## config.mk

```make
export PLATFORM = sky130hd
export DESIGN_NAME = tag_store_nway
export DESIGN_NICKNAME = d
export VERILOG_FILES = /design/src/rtl/tag_store_pkg.sv /design/src/rtl/tag_way_bank.sv /design/src/rtl/tag_store_nway.sv
export SDC_FILE = /design/constraint.sdc
export NUM_CORES = 1
export LEC_CHECK = 0
export CORE_ASPECT_RATIO = 2
export CORE_MARGIN = 10
export CORE_UTILIZATION = 50
export DETAILED_ROUTE_END_ITERATION = 12
export DONT_BUFFER_PORTS = 1
export GPL_ROUTABILITY_DRIVEN = 0
export PLACE_DENSITY = 0.71
export RECOVER_POWER = 50
export SLEW_MARGIN = 20
export SYNTH_ARGS = -nofsm -noshare
export SYNTH_HDL_FRONTEND = slang
export SYNTH_HIERARCHICAL = 1
export SYNTH_MEMORY_MAX_BITS = 65536
export SYNTH_SLANG_ARGS = --single-unit
```

## constraint.sdc

```tcl
create_clock -name clk -period 4.3 [get_ports clk]
set_input_delay 1.075 -clock clk [delete_from_list [all_inputs] [get_ports clk]]
set_output_delay 1.075 -clock clk [all_outputs]
set_load 0.05 [all_outputs]
```

## src/rtl/tag_store_pkg.sv

```systemverilog
// Shared types for the N-way tag store: controller states, stored entry
// layout and small helpers used by the top and the way banks.
package tag_store_pkg;

  typedef enum logic [1:0] {
    INIT  = 2'd0,
    IDLE  = 2'd1,
    FLUSH = 2'd2
  } state_e;

  // Entries carry the widest supported tag; unused upper bits stay zero.
  localparam int unsigned MAX_TAG_WIDTH = 32;

  typedef struct packed {
    logic                     valid;
    logic [MAX_TAG_WIDTH-1:0] tag;
  } entry_t;

  function automatic entry_t make_entry(input logic                     valid,
                                        input logic [MAX_TAG_WIDTH-1:0] tag);
    entry_t e;
    e.valid = valid;
    e.tag   = tag;
    return e;
  endfunction

  // True when more than one bit of v is set (v & (v-1) clears the lowest one).
  function automatic logic more_than_one(input logic [7:0] v);
    return (v & (v - 8'd1)) != 8'd0;
  endfunction

endpackage

```

## src/rtl/tag_way_bank.sv

```systemverilog
// One way of the tag store: a flop array of {valid, tag} entries with a single
// write port and a registered read port (one-cycle read latency).
module tag_way_bank
  import tag_store_pkg::*;
#(
  parameter int unsigned SET_ID_WIDTH = 5,
  parameter int unsigned TAG_WIDTH    = 10
) (
  input  logic                    clk,
  input  logic                    we,
  input  logic [SET_ID_WIDTH-1:0] waddr,
  input  logic                    wvalid,
  input  logic [TAG_WIDTH-1:0]    wtag,
  input  logic                    re,
  input  logic [SET_ID_WIDTH-1:0] raddr,
  output logic                    rvalid,
  output logic [TAG_WIDTH-1:0]    rtag
);

  localparam int unsigned NB_SETS = 2 ** SET_ID_WIDTH;

  entry_t                   mem [NB_SETS];
  entry_t                   rd_q;
  logic [MAX_TAG_WIDTH-1:0] unused_tag;

  // Storage is intentionally not reset; the controller's sweep invalidates it.
  always_ff @(posedge clk) begin
    if (we) begin
      mem[waddr] <= make_entry(wvalid, MAX_TAG_WIDTH'(wtag));
    end
    if (re) begin
      rd_q <= mem[raddr];
    end
  end

  assign rvalid     = rd_q.valid;
  assign rtag       = rd_q.tag[TAG_WIDTH-1:0];
  assign unused_tag = rd_q.tag;

endmodule

```

## src/rtl/tag_store_nway.sv

```systemverilog
// N-way set-associative tag store with per-way hit detection, sticky
// multi-hit flag and an invalidate-all sweep on reset and on flush request.
module tag_store_nway
  import tag_store_pkg::*;
#(
  parameter int unsigned NB_WAYS      = 4,
  parameter int unsigned SET_ID_WIDTH = 5,
  parameter int unsigned TAG_WIDTH    = 10
) (
  input  logic                         clk,
  input  logic                         rst,
  input  logic                         req_i,
  output logic                         gnt_o,
  input  logic                         write_i,
  input  logic [SET_ID_WIDTH-1:0]      addr_i,
  input  logic [NB_WAYS-1:0]           wway_i,
  input  logic [TAG_WIDTH-1:0]         wtag_i,
  input  logic                         wvalid_i,
  input  logic [TAG_WIDTH-1:0]         cmp_tag_i,
  output logic                         rvalid_o,
  output logic [NB_WAYS*TAG_WIDTH-1:0] rtag_o,
  output logic [NB_WAYS-1:0]           rvld_o,
  output logic [NB_WAYS-1:0]           hit_way_o,
  output logic                         hit_o,
  output logic                         multi_hit_o,
  input  logic                         flush_req_i,
  output logic                         flush_ack_o,
  output logic                         busy_o
);

  localparam logic [SET_ID_WIDTH-1:0] LAST_SET = '1;

  state_e                   state_q, state_d;
  logic [SET_ID_WIDTH-1:0]  cnt_q, cnt_d;
  logic                     sweep;
  logic                     accept, rd_acc, wr_acc;
  logic [SET_ID_WIDTH-1:0]  bank_addr;
  logic                     bank_wvalid;
  logic [TAG_WIDTH-1:0]     bank_wtag;
  logic                     rvalid_q;
  logic [TAG_WIDTH-1:0]     cmp_tag_q;
  logic                     multi_q;
  logic [7:0]               hit_ext;

  always_ff @(posedge clk or posedge rst) begin
    if (rst) begin
      state_q <= INIT;
      cnt_q   <= '0;
    end else begin
      state_q <= state_d;
      cnt_q   <= cnt_d;
    end
  end

  // The ack is a Moore output of the last sweep cycle so a requester that
  // drops flush_req_i on seeing it avoids a second sweep.
  always_comb begin
    state_d     = state_q;
    cnt_d       = cnt_q;
    sweep       = 1'b0;
    gnt_o       = 1'b0;
    flush_ack_o = 1'b0;
    case (state_q)
      INIT: begin
        sweep = 1'b1;
        cnt_d = cnt_q + 1'b1;
        if (cnt_q == LAST_SET) begin
          state_d = IDLE;
        end
      end
      FLUSH: begin
        sweep = 1'b1;
        cnt_d = cnt_q + 1'b1;
        if (cnt_q == LAST_SET) begin
          state_d     = IDLE;
          flush_ack_o = 1'b1;
        end
      end
      IDLE: begin
        if (flush_req_i) begin
          state_d = FLUSH;
        end else begin
          gnt_o = 1'b1;
        end
      end
      default: state_d = INIT;
    endcase
  end

  assign busy_o = (state_q != IDLE);

  assign accept      = req_i & gnt_o;
  assign rd_acc      = accept & ~write_i;
  assign wr_acc      = accept & write_i;
  assign bank_addr   = sweep ? cnt_q : addr_i;
  assign bank_wvalid = sweep ? 1'b0 : wvalid_i;
  assign bank_wtag   = sweep ? '0 : wtag_i;

  for (genvar w = 0; w < NB_WAYS; w++) begin : g_way
    tag_way_bank #(
      .SET_ID_WIDTH(SET_ID_WIDTH),
      .TAG_WIDTH   (TAG_WIDTH)
    ) u_bank (
      .clk   (clk),
      .we    (sweep | (wr_acc & wway_i[w])),
      .waddr (bank_addr),
      .wvalid(bank_wvalid),
      .wtag  (bank_wtag),
      .re    (rd_acc),
      .raddr (addr_i),
      .rvalid(rvld_o[w]),
      .rtag  (rtag_o[w*TAG_WIDTH +: TAG_WIDTH])
    );

    assign hit_way_o[w] = rvalid_q & rvld_o[w] &
                          (rtag_o[w*TAG_WIDTH +: TAG_WIDTH] == cmp_tag_q);
  end

  always_ff @(posedge clk or posedge rst) begin
    if (rst) begin
      rvalid_q  <= 1'b0;
      cmp_tag_q <= '0;
      multi_q   <= 1'b0;
    end else begin
      rvalid_q <= rd_acc;
      if (rd_acc) begin
        cmp_tag_q <= cmp_tag_i;
      end
      if (more_than_one(hit_ext)) begin
        multi_q <= 1'b1;
      end
    end
  end

  assign rvalid_o    = rvalid_q;
  assign hit_o       = |hit_way_o;
  assign hit_ext     = 8'(hit_way_o);
  // Flag is visible on the offending response cycle and held thereafter.
  assign multi_hit_o = multi_q | more_than_one(hit_ext);

endmodule

```

==> flow_summary.rst, run 1 <==
.. list-table::
   :header-rows: 1

   * - Metric
     - Value
   * - Area growth syn-to-layout
     - 10.5%
   * - Count of warnings emitted by yosys
     - 6
   * - Post-synthesis net count
     - ~3,400
   * - Setup Slack @ Placement
     - 0.709 ns
   * - Register area share after synthesis
     - 75.0%
   * - TritonRoute pass-1 iters
     - 6
   * - Residual DRC
     - 0
   * - Met3 routing resource usage after global routing
     - 4.16%
   * - First-pass GRT wire length
     - slightly above 200,000 um
   * - Classification of the worst-slack hold path
     - in2async
   * - GRT met2 Usage
     - 36.7%
   * - Maximum achievable frequency
     - about 0.25 GHz
   * - Global-route usage over all layers
     - between 20% and 30%
   * - Dominant cell type by area after synthesis
     - edfxtp_1
   * - Routed vias
     - 30,600
   * - Total wirelength of the detailed-routed design
     - 142,000 um
   * - FF+latch area
     - approximately 44,000 um^2
   * - Core area
     - 116,000 um^2
   * - Final period util
     - 94.0%
   * - Leakage power figure
     - 23.0 nW
   * - Die width
     - between 200 and 300 um
   * - Multi-input logic area
     - 13,200 um^2
   * - Setup repair after global routing missed its margin
     - false
   * - Number of enable flip-flop cells after synthesis
     - 1,452
   * - Clock skew after layout
     - 0.0307 ns
   * - Sink Count
     - 1,471
   * - Fraction of synthesized cell area taken by the top area cell type
     - 74.2%
   * - H-tree levels
     - 3
   * - Yosys cell types
     - 44
   * - Via/cell ratio
     - 5.98
   * - Port Buffer Count
     - 0
   * - Netlist area before placement
     - around 59,000 um^2
   * - Buffers inserted by post-CTS timing repair
     - 0
   * - Post-synthesis register bit count
     - 1,471
   * - Element type at the critical path start
     - register
   * - Number of rows in the core area
     - about 180
   * - Fraction of final layout cells sized beyond drive strength 1
     - 12.7%
   * - Number of setup violations in the final report
     - 0
   * - Area of the die
     - ~130,000 um^2
   * - Avg Inst Size Synth
     - 17.5 um^2
   * - Final count of hold timing violations
     - 0
   * - Global routing's busiest layer
     - met2
   * - Min Clock Period, post-route
     - between 4 and 5 ns
   * - Power density over the cells
     - between 500 and 600 nW/um^2
   * - Number of maximum-capacitance constraint violations
     - 7
   * - Nets@finish
     - 3,535
   * - Initial antenna violation count
     - 11
   * - Slew HR
     - -27.9%
   * - Dominant synthesized flop cell
     - edfxtp_1
   * - Starting DRC count in detailed routing
     - 2,995
   * - Cell at the root of the clock tree
     - clkbuf_16
   * - CTS tree
     - yes
   * - Max IR drop VDD
     - roughly 0.34 mV
   * - Total of fill cells in the finished design
     - 8,928
   * - Total global routing overflow
     - 0
   * - Crit path kind
     - reg2reg
   * - Maximum fanout encountered on the critical timing path
     - 66
   * - Run status
     - complete, but fails checks
   * - Gate count after technology mapping
     - 3,359
   * - Post-DP HPWL
     - approximately 89,000 um
   * - Slew Viols, Final
     - 370
   * - Slew at the pin closest to its max-slew limit
     - roughly 1.9 ns
   * - Dominant cells by area after synthesis
     - edfxtp_1 74%, mux2i_1 12%, a22oi_1 2.2%
   * - Number of global-route vias before repair
     - slightly above 30,000
   * - Remaining antenna violation count
     - 0
   * - Num ports
     - between 80 and 90
   * - Crit path required time
     - between 4 and 5 ns
   * - Clock-pin slew on the worst setup and hold paths
     - approximately 0.070 ns
   * - Effective utilization at floorplan
     - 50.4%
   * - Die Y
     - between 500 and 600 um
   * - Maximum buffer depth of the clock tree
     - 3
   * - PnR worst setup slack
     - 0.256 ns
   * - Failing checks
     - capacitance limit, slew limit
   * - Crit path capture type
     - register
   * - CTS hold repair buffers
     - 0
   * - GRT met1 Usage
     - 22.9%
   * - Arrival time at the worst endpoint
     - about 4.5 ns
   * - WL per Instance
     - 27.8 um
   * - Maximum number of pins on one net before global-route repair
     - 706
   * - Post-synth ARST share
     - approximately 1.3%
   * - CTS buffer count
     - around 120
   * - Insertion delay of the later-clocked pin in the worst-skew pair
     - about 0.74 ns
   * - Post-route setup TNS
     - 0 ns
==> per-stage QoR <==
step           cells  area (um^2)  power, W  utilization, %  hold WS [ns]
6_report        5125        64900    0.0336            55.7         0.369
5_1_grt         5123        64900    0.0346            55.7         0.400
4_1_cts         5115        64900    0.0336            55.7         0.340
3_5_place_dp    4895        60900    0.0226            52.3         0.465
3_3_place_gp    4895        60900    0.0224            52.3         0.452
2_1_floorplan   3359        58800    0.0208               -         0.437
==> registers in the layout, summed over array words and instances, names as in the netlist <==
signal	flops
g_way.u_bank/unused_tag	40
g_way.u_bank/mem	1408
cnt_q	5
rvalid_o	1
state_q	2
cmp_tag_q	10
multi_q	1
g_way.u_bank/rvalid	4
==> cells in the final DEF, fill, tap and decap left out, types with 4 or more instances in the layout <==
| cell type | instances |
|---|---|
| edfxtp_1 | 1452 |
| mux2i_1 | 704 |
| buf_4 | 183 |
| a22oi_1 | 176 |
| nor2_1 | 135 |
| clkbuf_16 | 119 |
| nand3_1 | 104 |
| nand2_1 | 98 |
| a21oi_1 | 88 |
| a22o_1 | 88 |
| nand4_1 | 48 |
| nor3_1 | 44 |
| a31oi_1 | 44 |
| xnor2_1 | 40 |
| clkbuf_1 | 25 |
| clkinv_2 | 24 |
| nand3b_1 | 20 |
| dfrtp_1 | 19 |
| bufinv_16 | 17 |
| mux2_2 | 14 |
| clkinvlp_4 | 14 |
| or3b_2 | 12 |
| clkinv_1 | 11 |
| nand2b_1 | 10 |
| and2_2 | 10 |
| clkbuf_2 | 10 |
| clkinv_4 | 8 |
| nor2b_4 | 8 |
| inv_1 | 7 |
| inv_6 | 6 |
| o21ai_0 | 5 |
| buf_16 | 5 |
| diode_2 | 4 |
| nor2_4 | 4 |
| or2_2 | 4 |
| or3_1 | 4 |
| buf_12 | 4 |
==> Yosys cell counts (44+ instances only) <==
master       n
buf_6       61
a22oi_1    176
a21oi_1     88
a22o_1      88
nor3_1      44
mux2i_1    704
edfxtp_1  1452
nand2_1     98
clkbuf_1    53
nand4_1     48
nand3_1    104
a31oi_1     44
nor2_1     135
==> kinds of logic (layout without fill, tap and decap cells) <==
logic type                 after synthesis  in the layout  synth area share (%)
adders and majority gates                2              2                0.0426
other                                    0              4                     0
buffers and inverters                  201            442                  2.73
and+or+nand+nor                        515            515                  4.37
AOI/OAI and AO/OA                      406            406                  4.88
DFF                                   1471           1471                  75.0
muxes                                  721            721                  12.3
xor gates and xnor gates                43             43                 0.641
==> where the power goes <==
group | internal, W | leakage [nW] | switching (W)
Combinational | 0.00129 | 7.31 | 0.00323
Sequential | 0.0176 | 13.7 | 0.000387
Clock | 0.00614 | 1.92 | 0.00495
==> worst paths after layout <==
check | startpoint | depth (start not counted) | slack, ns | endpoint
max in group asynchronous | rst | 1 | 3.43 | cnt_q[4]
worst max-delay path | state_q[0] | 3 | 0.26 | g_way[2].u_bank/mem[30][4]
worst max register to register | state_q[0] | 3 | 0.26 | g_way[2].u_bank/mem[30][4]
min in group clk | flush_req_i | 1 | 0.42 | state_q[0]
worst min-delay path | rst | 1 | 0.37 | cmp_tag_q[0]
worst min register to register | multi_q | 1 | 0.47 | multi_q
==> area by class of cell <==
| type | count | share of cell area [%] |
|---|---|---|
| flip-flops and latches | 1471 | 67.9 |
| multi-input cells | 1687 | 20.3 |
| clock buffers | 138 | 4.69 |
| well taps | 1521 | 2.93 |
| repair buffers | 215 | 2.67 |
| clock inverters | 82 | 1.44 |
| inverters | 7 | 0.0405 |
| diodes | 4 | 0.0154 |
==> what timing repair did <==
action,CTS,global route
resized for setup,0,0
setup endpoints to repair,0,6
endpoints found under the hold margin,0,0
==> worst max-delay path, cell delays in order (launching register included) <==
cell      delay, ns
dfrtp_1        0.35
clkbuf_1       1.26
and2_2         1.40
buf_6          0.60
==> metal layers <==
layer,vias up,wire (um)
met5,-,91
met4,16,8000
met3,332,10900
met2,1261,74000
met1,15500,49400
li1,13600,-
(Power assumes the default switching activity.)
==> inputs of run 2 (changes only) <==
==> constraint.sdc (replaced) <==
create_clock -name clk -period 4.3 [get_ports clk]
set_input_delay 0.86 -clock clk [delete_from_list [all_inputs] [get_ports clk]]
set_output_delay 0.86 -clock clk [all_outputs]
set_load 0.05 [all_outputs]
==> flow_summary.rst, run 2 (synthesized netlist as in run 1, its figures left out) <==
.. list-table::
   :header-rows: 1

   * - Metric
     - Value
   * - Maximum number of pins on one net before global-route repair
     - 706 (unchanged)
   * - Buffers inserted by post-CTS timing repair
     - 0 (unchanged)
   * - Capture point of the critical path
     - g_way[0].u_bank/mem[18][2]
   * - Total chip power
     - 0.0331 W (-1.3%)
   * - Most common cell after layout, fill and taps aside
     - edfxtp_1
   * - Worst-path cell chain
     - buf_4 -> and2_0 -> buf_2
   * - Num ports
     - 89 (unchanged)
   * - Remaining antenna violation count
     - 0 (unchanged)
   * - Min Clock Period, post-route
     - 4.10 ns (+0.0545 ns)
   * - Area of the die
     - 132,000 um^2 (unchanged)
   * - Commonest cells after routing, fill and taps aside
     - 1,452 x edfxtp_1, 704 x mux2i_1, 176 x a22oi_1
   * - H-tree levels
     - 3 (unchanged)
   * - CTS resizes
     - 0 (unchanged)
   * - Core area
     - 116,000 um^2 (unchanged)
   * - Run status
     - complete, but fails checks
   * - Classification of the worst-slack hold path
     - in2async
   * - Port Buffer Count
     - 0 (unchanged)
   * - Maximum achievable frequency
     - 0.244 GHz (-1.3%)
   * - Global-route usage over all layers
     - 20.5% (-0.23 points)
   * - Register with the most flip-flops
     - g_way.u_bank/mem
   * - Nets@finish
     - 3,525 (-0.28%)
   * - Maximum buffer depth of the clock tree
     - 3 (unchanged)
   * - Critical path buffers and inverters
     - 2 (unchanged)
   * - CTS buffer count
     - 117 (+0.86%)
   * - Initial antenna violation count
     - 13 (+2)
   * - Via/cell ratio
     - 5.99 (+0.20%)
   * - Maximum fanout encountered on the critical timing path
     - 38 (-42%)
   * - CTS tree
     - yes
   * - TritonRoute pass-1 iters
     - 6 (unchanged)
   * - Routed wire length on met2
     - 72,900 um (-1.6%)
   * - Origin of the critical flop-to-flop path
     - state_q[0]
   * - Slew HR
     - -110% (-82 points)
   * - Largest stage delay on the critical path
     - 2.11 ns (+0.71 ns)
   * - Critical Path Source
     - state_q[0]
   * - Wire length on met1
     - 49,200 um (-0.36%)
   * - Element type at the critical path start
     - register
   * - Routed vias
     - 30,600 (-0.12%)
   * - Slew Viols, Final
     - 723 (+95%)
   * - Cell at the root of the clock tree
     - clkbuf_16
   * - Effective utilization at floorplan
     - 50.4% (unchanged)
   * - Length in cells of the worst reg-to-reg path
     - 3 (unchanged)
   * - Flip-flop count of the largest register, all copies and words added
     - 1,408 (unchanged)
   * - Crit path kind
     - reg2reg
   * - Clock skew after layout
     - 0.0240 ns (-0.00668 ns)
   * - Max IR drop VDD
     - 0.338 mV (-0.13%)
   * - Number of maximum-capacitance constraint violations
     - 12 (+5)
   * - Highest Signal Layer
     - met5
   * - Reg2reg end
     - g_way[0].u_bank/mem[18][2]
   * - Sink Count
     - 1,471 (unchanged)
   * - Starting DRC count in detailed routing
     - 3,008 (+0.43%)
   * - Die Y
     - 505 um (unchanged)
   * - Count of cell instances traversed by the critical path
     - 3 (unchanged)
   * - WL per Instance
     - 27.4 um (-1.3%)
   * - Setup repair after global routing missed its margin
     - false
   * - Number of rows in the core area
     - 177 (unchanged)
   * - Residual DRC
     - 0 (unchanged)
   * - Post-DP HPWL
     - 87,700 um (-2.0%)
   * - Power density over the cells
     - 513 nW/um^2 (-0.79%)
   * - First-pass GRT wire length
     - 203,000 um (-0.58%)
   * - Met3 Wirelength
     - 10,500 um (-3.6%)
   * - Total wirelength of the detailed-routed design
     - 140,000 um (-1.7%)
   * - Reg2reg setup slack
     - 0.20 ns (-0.05 ns)
   * - Crit path required time
     - 4.72 ns (about the same)
   * - Arrival time at the worst endpoint
     - 4.52 ns (+0.04 ns)
   * - CP max-delay cell
     - and2_0
   * - Total of fill cells in the finished design
     - 8,956 (+0.31%)
   * - Failing checks
     - capacitance limit, slew limit
   * - Fraction of final layout cells sized beyond drive strength 1
     - 11.6% (-1.1 points)
   * - Slew at the pin closest to its max-slew limit
     - 3.15 ns (+1.24 ns)
   * - Area growth syn-to-layout
     - 9.93%
   * - Number of setup violations in the final report
     - 0 (unchanged)
   * - Total global routing overflow
     - 0 (unchanged)
   * - Leakage power figure
     - 22.8 nW (-0.71%)
   * - Number of global-route vias before repair
     - 31,000 (+0.31%)
   * - CTS hold repair buffers
     - 0 (unchanged)
   * - Final count of hold timing violations
     - 0 (unchanged)
   * - Clock-pin slew on the worst setup and hold paths
     - 0.07 ns (about the same)
   * - Crit path capture type
     - register
   * - Die width
     - 262 um (unchanged)
   * - Post-route setup TNS
     - 0 ns (unchanged)
   * - Final period util
     - 95.3% (+1.3 points)
   * - Kind of cell adding the most delay to the critical path
     - simple AND/OR/NAND/NOR gates
   * - Insertion delay of the later-clocked pin in the worst-skew pair
     - 0.73 ns (about the same)
-- run 2: cell count changes in the layout (fill, tap and decap cells not counted), sizes merged, moves of 4 or more --
cell / delta
clkinvlp: -8
bufinv: -5
clkinv: +10
buf: -12
inv: -6
clkbuf: +4
-- run 2: metal layers --
layer  vias up  GRT usage [%]
met1     15500           22.6
met5         -              0
met3       317           4.56
li1      13500              -
met4        12           10.9
met2      1236           36.2
-- run 2: cell type report --
type,count,area (um^2),share of cell area (%)
Clock inverter,73,671,1.04
Antenna cell,5,12.5,0.0194
Inverter,7,26.3,0.0407
Clock buffer,141,3100,4.80
Multi-Input combinational cell,1687,13200,20.4
Timing Repair Buffer,204,1620,2.50
Tap cell,1521,1900,2.95
Sequential cell,1471,44100,68.2
-- run 2: how the worst min path moves through the flow --
stage                           start  cells after the start    endpoint  slack (ns)
after floorplan               multi_q                      1     multi_q        0.44
after global placement        multi_q                      1     multi_q        0.45
after detailed placement      multi_q                      1     multi_q        0.47
after CTS                         rst                      1  state_q[1]        0.15
after global routing      flush_req_i                      1  state_q[0]        0.20
final                             rst                      1  state_q[0]        0.18
-- run 2: metrics by stage --
step / cells / worst slack [ns] / hold slack [ns] / utilization, % / cell area [um^2]
5_1_grt: 5107 / 0.0372 / 0.198 / 55.4 / 64600
3_3_place_gp: 4885 / 0.866 / 0.453 / 52.2 / 60800
3_5_place_dp: 4885 / 0.787 / 0.473 / 52.2 / 60800
6_report: 5109 / 0.201 / 0.177 / 55.4 / 64600
2_1_floorplan: 3359 / 0.390 / 0.437 / - / 58800
4_1_cts: 5099 / 0.192 / 0.151 / 55.5 / 64600
-- run 2: where the power goes --
group | total [W] | internal [W] | switching, W
clock | 0.0107 | 0.00584 | 0.00482
combinational | 0.00450 | 0.00130 | 0.00320
sequential | 0.0180 | 0.0176 | 0.000380
total | 0.0331 | 0.0247 | 0.00840
